### config.mk
export PLATFORM = sky130hd
export DESIGN_NAME = csr_file_flat
export DESIGN_NICKNAME = d
export VERILOG_FILES = /design/src/rtl/csr_if.sv /design/src/rtl/csr_file.sv /design/src/flat_wrapper.sv
export SDC_FILE = /design/constraint.sdc
export NUM_CORES = 1
export LEC_CHECK = 0
export BUFFER_PORTS_ARGS = -buffer_cell sky130_fd_sc_hd__buf_2
export CORE_MARGIN = 2
export CORE_UTILIZATION = 45
export CTS_BUF_LIST = sky130_fd_sc_hd__clkbuf_4 sky130_fd_sc_hd__clkbuf_8
export CTS_CLUSTER_SIZE = 10
export DETAILED_ROUTE_END_ITERATION = 7
export GPL_ROUTABILITY_DRIVEN = 0
export PLACE_DENSITY = 0.59
export SETUP_SLACK_MARGIN = 0.15
export SLEW_MARGIN = 20
export SYNTH_ARGS = -nofsm -noshare
export SYNTH_HDL_FRONTEND = slang
export SYNTH_SLANG_ARGS = --single-unit
export TNS_END_PERCENT = 5
### constraint.sdc
create_clock -name clk -period 3.05 [get_ports clk]
set_input_delay 0.305 -clock clk [delete_from_list [all_inputs] [get_ports clk]]
set_output_delay 0.305 -clock clk [all_outputs]
set_load 0.02 [all_outputs]
### src/rtl/csr_if.sv
// CSR access bus between the execute stage and the CSR file.
//   csr_en      : a valid Zicsr instruction is in the stage this cycle
//   func3       : Zicsr operation (RW/RS/RC and immediate forms)
//   csr_addr    : 12-bit CSR address
//   rs1_idx     : rs1 field, doubles as the 5-bit immediate
//   rs1_data    : rs1 register value
//   retire      : one instruction retires this cycle
//   csr_rdata   : pre-write value of the addressed CSR (0 when illegal)
//   csr_illegal : the access is illegal and changes no state
// master = pipeline side, slave = CSR file side.
interface csr_if;
    logic        csr_en;
    logic [2:0]  func3;
    logic [11:0] csr_addr;
    logic [4:0]  rs1_idx;
    logic [31:0] rs1_data;
    logic        retire;
    logic [31:0] csr_rdata;
    logic        csr_illegal;

    modport master (
        output csr_en, func3, csr_addr, rs1_idx, rs1_data, retire,
        input  csr_rdata, csr_illegal
    );

    modport slave (
        input  csr_en, func3, csr_addr, rs1_idx, rs1_data, retire,
        output csr_rdata, csr_illegal
    );
endinterface

### src/rtl/csr_file.sv
// Machine/user counter and CSR register file for the RV32 core.
// Executes CSRRW/RS/RC and their immediate forms against cycle/instret
// counters (CNT_W bits, 32..64), mcountinhibit (CY, IR) and mscratch.
// Ports:
//   clk : core clock, all state updates on the rising edge
//   rst : synchronous active-high reset
//   bus : csr_if slave modport (request, retire pulse, read data, illegal flag)
// Read data and the illegal flag are combinational; writes commit at the
// next rising edge.
module csr_file #(
    parameter int CNT_W = 64
) (
    input  logic  clk,
    input  logic  rst,
    csr_if.slave  bus
);
    localparam int NCNT = 2;  // 0 = cycle, 1 = instret

    // Counters zero-extended to 64 bits so the high half is always bits 63:32,
    // which reads 0 automatically when CNT_W = 32.
    logic [NCNT-1:0][63:0] cnt_ext;
    logic [NCNT-1:0]       cnt_inc;
    logic [NCNT-1:0]       sel_lo;
    logic [NCNT-1:0]       sel_hi;

    logic        inh_cy_q, inh_cy_d;
    logic        inh_ir_q, inh_ir_d;
    logic [31:0] mscratch_q, mscratch_d;

    logic        sel_inh;
    logic        sel_scr;
    logic        mapped;
    logic [31:0] old_val;
    logic [31:0] src;
    logic [31:0] new_val;
    logic        func_ok;
    logic        wr_intent;
    logic        read_only;
    logic        illegal;
    logic        wr_en;

    // Address decode and old-value mux. User and machine counter addresses
    // alias onto the same counter.
    always_comb begin
        sel_lo  = '0;
        sel_hi  = '0;
        sel_inh = 1'b0;
        sel_scr = 1'b0;
        mapped  = 1'b1;
        old_val = '0;
        case (bus.csr_addr)
            12'hC00, 12'hB00: begin sel_lo[0] = 1'b1; old_val = cnt_ext[0][31:0];  end
            12'hC80, 12'hB80: begin sel_hi[0] = 1'b1; old_val = cnt_ext[0][63:32]; end
            12'hC02, 12'hB02: begin sel_lo[1] = 1'b1; old_val = cnt_ext[1][31:0];  end
            12'hC82, 12'hB82: begin sel_hi[1] = 1'b1; old_val = cnt_ext[1][63:32]; end
            12'h320: begin
                sel_inh = 1'b1;
                old_val = {29'b0, inh_ir_q, 1'b0, inh_cy_q};
            end
            12'h340: begin
                sel_scr = 1'b1;
                old_val = mscratch_q;
            end
            default: mapped = 1'b0;
        endcase
    end

    assign src       = bus.func3[2] ? {27'b0, bus.rs1_idx} : bus.rs1_data;
    assign func_ok   = (bus.func3[1:0] != 2'b00);
    // RS/RC with a zero rs1 field are pure reads, so they never trip the
    // read-only check.
    assign wr_intent = (bus.func3[1:0] == 2'b01) || (bus.rs1_idx != 5'd0);
    assign read_only = (bus.csr_addr[11:10] == 2'b11);
    assign illegal   = bus.csr_en & (~mapped | ~func_ok | (wr_intent & read_only));
    assign wr_en     = bus.csr_en & ~illegal & wr_intent;

    always_comb begin
        case (bus.func3[1:0])
            2'b10:   new_val = old_val | src;
            2'b11:   new_val = old_val & ~src;
            default: new_val = src;
        endcase
    end

    assign bus.csr_rdata   = (bus.csr_en & ~illegal & ~rst) ? old_val : 32'h0;
    assign bus.csr_illegal = illegal;

    // Increment decisions use the inhibit bits as they stand before any
    // write in this cycle.
    assign cnt_inc[0] = ~inh_cy_q;
    assign cnt_inc[1] = bus.retire & ~inh_ir_q;

    genvar gi;
    generate
        for (gi = 0; gi < NCNT; gi++) begin : g_cnt
            logic [CNT_W-1:0] cnt_q, cnt_d;

            assign cnt_ext[gi] = 64'(cnt_q);

            // A write to either half blocks the increment of that counter;
            // truncation drops high-half bits beyond CNT_W.
            always_comb begin
                cnt_d = cnt_q;
                if (wr_en && sel_lo[gi]) begin
                    cnt_d = CNT_W'({cnt_ext[gi][63:32], new_val});
                end else if (wr_en && sel_hi[gi]) begin
                    cnt_d = CNT_W'({new_val, cnt_ext[gi][31:0]});
                end else if (cnt_inc[gi]) begin
                    cnt_d = cnt_q + CNT_W'(1);
                end
            end

            always_ff @(posedge clk) begin
                if (rst) begin
                    cnt_q <= '0;
                end else begin
                    cnt_q <= cnt_d;
                end
            end
        end
    endgenerate

    always_comb begin
        inh_cy_d   = inh_cy_q;
        inh_ir_d   = inh_ir_q;
        mscratch_d = mscratch_q;
        if (wr_en && sel_inh) begin
            inh_cy_d = new_val[0];
            inh_ir_d = new_val[2];
        end
        if (wr_en && sel_scr) begin
            mscratch_d = new_val;
        end
    end

    always_ff @(posedge clk) begin
        if (rst) begin
            inh_cy_q   <= 1'b0;
            inh_ir_q   <= 1'b0;
            mscratch_q <= '0;
        end else begin
            inh_cy_q   <= inh_cy_d;
            inh_ir_q   <= inh_ir_d;
            mscratch_q <= mscratch_d;
        end
    end
endmodule

### src/flat_wrapper.sv
// flat-port wrapper written by rule: the top's interface ports become plain ports
module csr_file_flat 
#(
    parameter int CNT_W = 64
)
  (clk, rst, bus_csr_en, bus_func3, bus_csr_addr, bus_rs1_idx, bus_rs1_data, bus_retire, bus_csr_rdata, bus_csr_illegal);
  csr_if bus_i ();
  input  logic clk;
  input  logic rst;
  input wire logic [$bits(bus_i.csr_en)-1:0] bus_csr_en;
  input wire logic [$bits(bus_i.func3)-1:0] bus_func3;
  input wire logic [$bits(bus_i.csr_addr)-1:0] bus_csr_addr;
  input wire logic [$bits(bus_i.rs1_idx)-1:0] bus_rs1_idx;
  input wire logic [$bits(bus_i.rs1_data)-1:0] bus_rs1_data;
  input wire logic [$bits(bus_i.retire)-1:0] bus_retire;
  output wire logic [$bits(bus_i.csr_rdata)-1:0] bus_csr_rdata;
  output wire logic [$bits(bus_i.csr_illegal)-1:0] bus_csr_illegal;
  assign bus_i.csr_en = bus_csr_en;
  assign bus_i.func3 = bus_func3;
  assign bus_i.csr_addr = bus_csr_addr;
  assign bus_i.rs1_idx = bus_rs1_idx;
  assign bus_i.rs1_data = bus_rs1_data;
  assign bus_i.retire = bus_retire;
  assign bus_csr_rdata = bus_i.csr_rdata;
  assign bus_csr_illegal = bus_i.csr_illegal;
  csr_file #(.CNT_W(CNT_W)) u_core (.clk(clk), .rst(rst), .bus(bus_i));
endmodule
==> flow_summary.json <==
{
  "status": "finished clean",
  "grt_pass1_wl_um": 83400,
  "via_per_inst": 6.86,
  "cts_sinks": 162,
  "synthFlopType": "dfxtp_1",
  "syn_area_um2": 11900,
  "layout-drive-gt1-share": 0.195,
  "die_w_um": 167,
  "reg2reg_to": "u_core.g_cnt[0].cnt_q[30]",
  "wl_per_cell_um": 26.9,
  "tns_ns": 0,
  "drt-initial-drc-count": 2230,
  "path_clk_slew_ns": 0.11,
  "worstHoldPathType": "input pin to flop",
  "coreArea_um2": 26100,
  "stdcell_area_um2": 14000,
  "io_buffers": 88,
  "critPathLaunch": "bus_rs1_idx[4]",
  "wl_um": 55900,
  "ios": 89,
  "yosysWarnings": 0,
  "cts_tree": "done",
  "dpl-instance-area_um2": 13600,
  "min_period_ns": 2.86,
  "maxSlewViolCount": 0,
  "synth.avg_cell_area_um2": 7.51,
  "clkPwrFrac": 0.402,
  "slew_headroom": 0.424,
  "r2r_slack_ns": 0.31,
  "netlist_instances": 1590,
  "powerDensity_nw_per_um2": 314,
  "max-cap-violations": 0,
  "period_share": 0.936,
  "synthTopCellsByArea": "dfxtp_1 (27%), nand2_1 (6.1%), nor2_1 (4.5%)",
  "tightest_slew_ns": 0.852,
  "nFillCells": 2587,
  "power.share.sequential": 0.483,
  "row_count": 59,
  "hold_slack_ns": 0.133,
  "synth-edff-count": 0,
  "fmax_mhz": 350,
  "synth_common_cells": "nand2_1 (193), dfxtp_1 (162), nor2_1 (143)",
  "endpoint_kind": "output pin",
  "antenna_found_initial": 0,
  "rsz0062_at_grt": "no",
  "p_sw_frac": 0.322,
  "die-area_um2": 27900,
  "synth_most_common_cell": "nand2_1",
  "async_flop_share": 0,
  "finalClockSkew_ns": 0.0249,
  "first_global_vias": 12878,
  "crit_required_ns": 2.74,
  "hpwl_um": 42400,
  "rr_worst_depth": 8,
  "areaGrowthSynthToFinish_pct": 17.6,
  "critical_path_class": "input pin to output pin",
  "synth_largest_area_cell": "dfxtp_1",
  "grt_usage": 0.395,
  "ctsHoldBuffers": 0,
  "r2r_start": "u_core.g_cnt[0].cnt_q[1]",
  "p_int_w": 0.00299,
  "synth_top_area_share": 0.272,
  "tritoncts.num_buffers": 17,
  "ir_worst_vdd_v": 0.000252,
  "switchingPower_w": 0.00142,
  "drc": 0,
  "clockRootBuffer": "clkbuf_8",
  "die_h_um": 167,
  "overflow": 0,
  "ctsLongestPathBuffers": 2,
  "final_nets": 1789,
  "start_util": 0.458,
  "setup_viol": 0,
  "endpoint": "bus_csr_rdata[28]",
  "critPathArrivalTime_ns": 2.55,
  "ys_seq_area_frac": 0.272,
  "yosys_register_bits": 162,
  "clkLatencyLatePin_ns": 0.51,
  "htreeDepth": 4,
  "dr.pass1.iters": 7,
  "hold_violations": 0,
  "synth_nets": 1648,
  "cp_max_fo": 5,
  "grt_max_degree": 78,
  "synth.distinct_cells": 86,
  "ant_nets": 0,
  "crit_path_start_kind": "input pin",
  "comb_power_share": 0.115,
  "via_count": 14272,
  "leakage_nw": 4.59
}
-- power groups by stage --
stage / registers [W] / logic [W] / clock network (W)
final: 0.00213 / 0.000509 / 0.00177
after global routing: 0.00213 / 0.000527 / 0.00184
after detailed placement: 0.00218 / 0.000486 / 0
after global placement: 0.00218 / 0.000484 / 0
after floorplan: 0.00218 / 0.000238 / 0
after CTS: 0.00213 / 0.000488 / 0.00176
-- layer usage --
metal | part of all wire | vias to the layer above | track usage | routed length (um)
met5 | 0 | - | 0 | 0
met4 | 0.063 | 0 | 0.214 | 3530
met3 | 0.14 | 181 | 0.111 | 7980
met2 | 0.39 | 1123 | 0.540 | 21900
met1 | 0.40 | 6620 | 0.556 | 22500
li1 | - | 6348 | - | -
-- worst min path at each step --
stage | from | end | slack, ns | depth (start not counted)
final | rst | u_core.g_cnt[0].cnt_q[21] | 0.13 | 2
after global routing | rst | u_core.g_cnt[0].cnt_q[48] | 0.13 | 2
after CTS | rst | u_core.g_cnt[0].cnt_q[48] | 0.12 | 2
after detailed placement | u_core.mscratch_q[16] | u_core.mscratch_q[16] | 0.44 | 2
after global placement | u_core.mscratch_q[30] | u_core.mscratch_q[30] | 0.44 | 2
after floorplan | u_core.mscratch_q[18] | u_core.mscratch_q[18] | 0.43 | 2
-- cells in the final DEF (no fill, tap or decap), types with 8 or more instances in the layout --
cell type	instances
or4_1	28
and4_1	23
a22oi_1	22
dfxtp_1	162
o21ai_0	54
a32oi_1	12
o2bb2ai_1	22
a31oi_1	56
xnor2_1	38
and2_1	17
a211oi_1	68
clkbuf_8	17
or3_1	12
nor2_1	142
mux2i_1	36
nand2b_1	19
xor2_1	26
buf_4	148
a41oi_1	18
o211ai_1	15
nand4_1	58
inv_1	24
buf_2	87
nor3_1	56
nand2_1	193
nand3_1	67
a31o_2	8
nor4_1	26
nor2b_1	21
a21oi_1	90
o22ai_1	11
and3_1	24
-- sequential cells by signal, summed over array words and instances (netlist names) --
signal and count:
u_core.inh_ir_q 1, u_core.inh_cy_q 1, u_core.g_cnt.cnt_q 128, u_core.mscratch_q 32
-- critical path, stage by stage --
cell      delay, ns
buf_2          0.10
or4_1          0.54
or3_1          0.39
a31oi_1        0.31
nand4b_1       0.17
buf_4          0.20
a31oi_1        0.29
buf_2          0.24
-- final cells by class --
type                            instances  area (um^2)  area share
Antenna cell                            1         2.50    0.000178
Clock buffer                           17          234      0.0167
Clock inverter                         15          186      0.0133
Inverter                               25         93.8     0.00668
Multi-Input combinational cell       1282         8170       0.581
Sequential cell                       162         3240       0.231
Tap cell                              335          419      0.0298
Timing Repair Buffer                  243         1700       0.121
-- logic make-up after synthesis --
group | Yosys count | synth area share
flops | 162 | 0.272
simple gates | 731 | 0.317
xor+xnor | 64 | 0.0469
mux | 49 | 0.0490
buf+inv | 146 | 0.0497
compound gates | 436 | 0.264
fa+ha+maj | 2 | 0.00210
-- metrics by stage --
step	setup slack [ns]	std cells	util	total power, W
3_3_place_gp	0.210	2047	0.522	0.00266
2_1_floorplan	0.405	1590	-	0.00241
4_1_cts	0.219	2079	0.539	0.00438
5_1_grt	0.155	2079	0.539	0.00450
3_5_place_dp	0.134	2047	0.522	0.00266
6_report	0.194	2080	0.539	0.00441
-- what timing repair did --
item                                    in CTS  in global routing
resized for setup                            0                  1
buffers inserted                             0                  0
hold endpoints to repair                     0                  0
endpoints found under the setup margin       0                  1
Power figures use the tool's default switching activity.
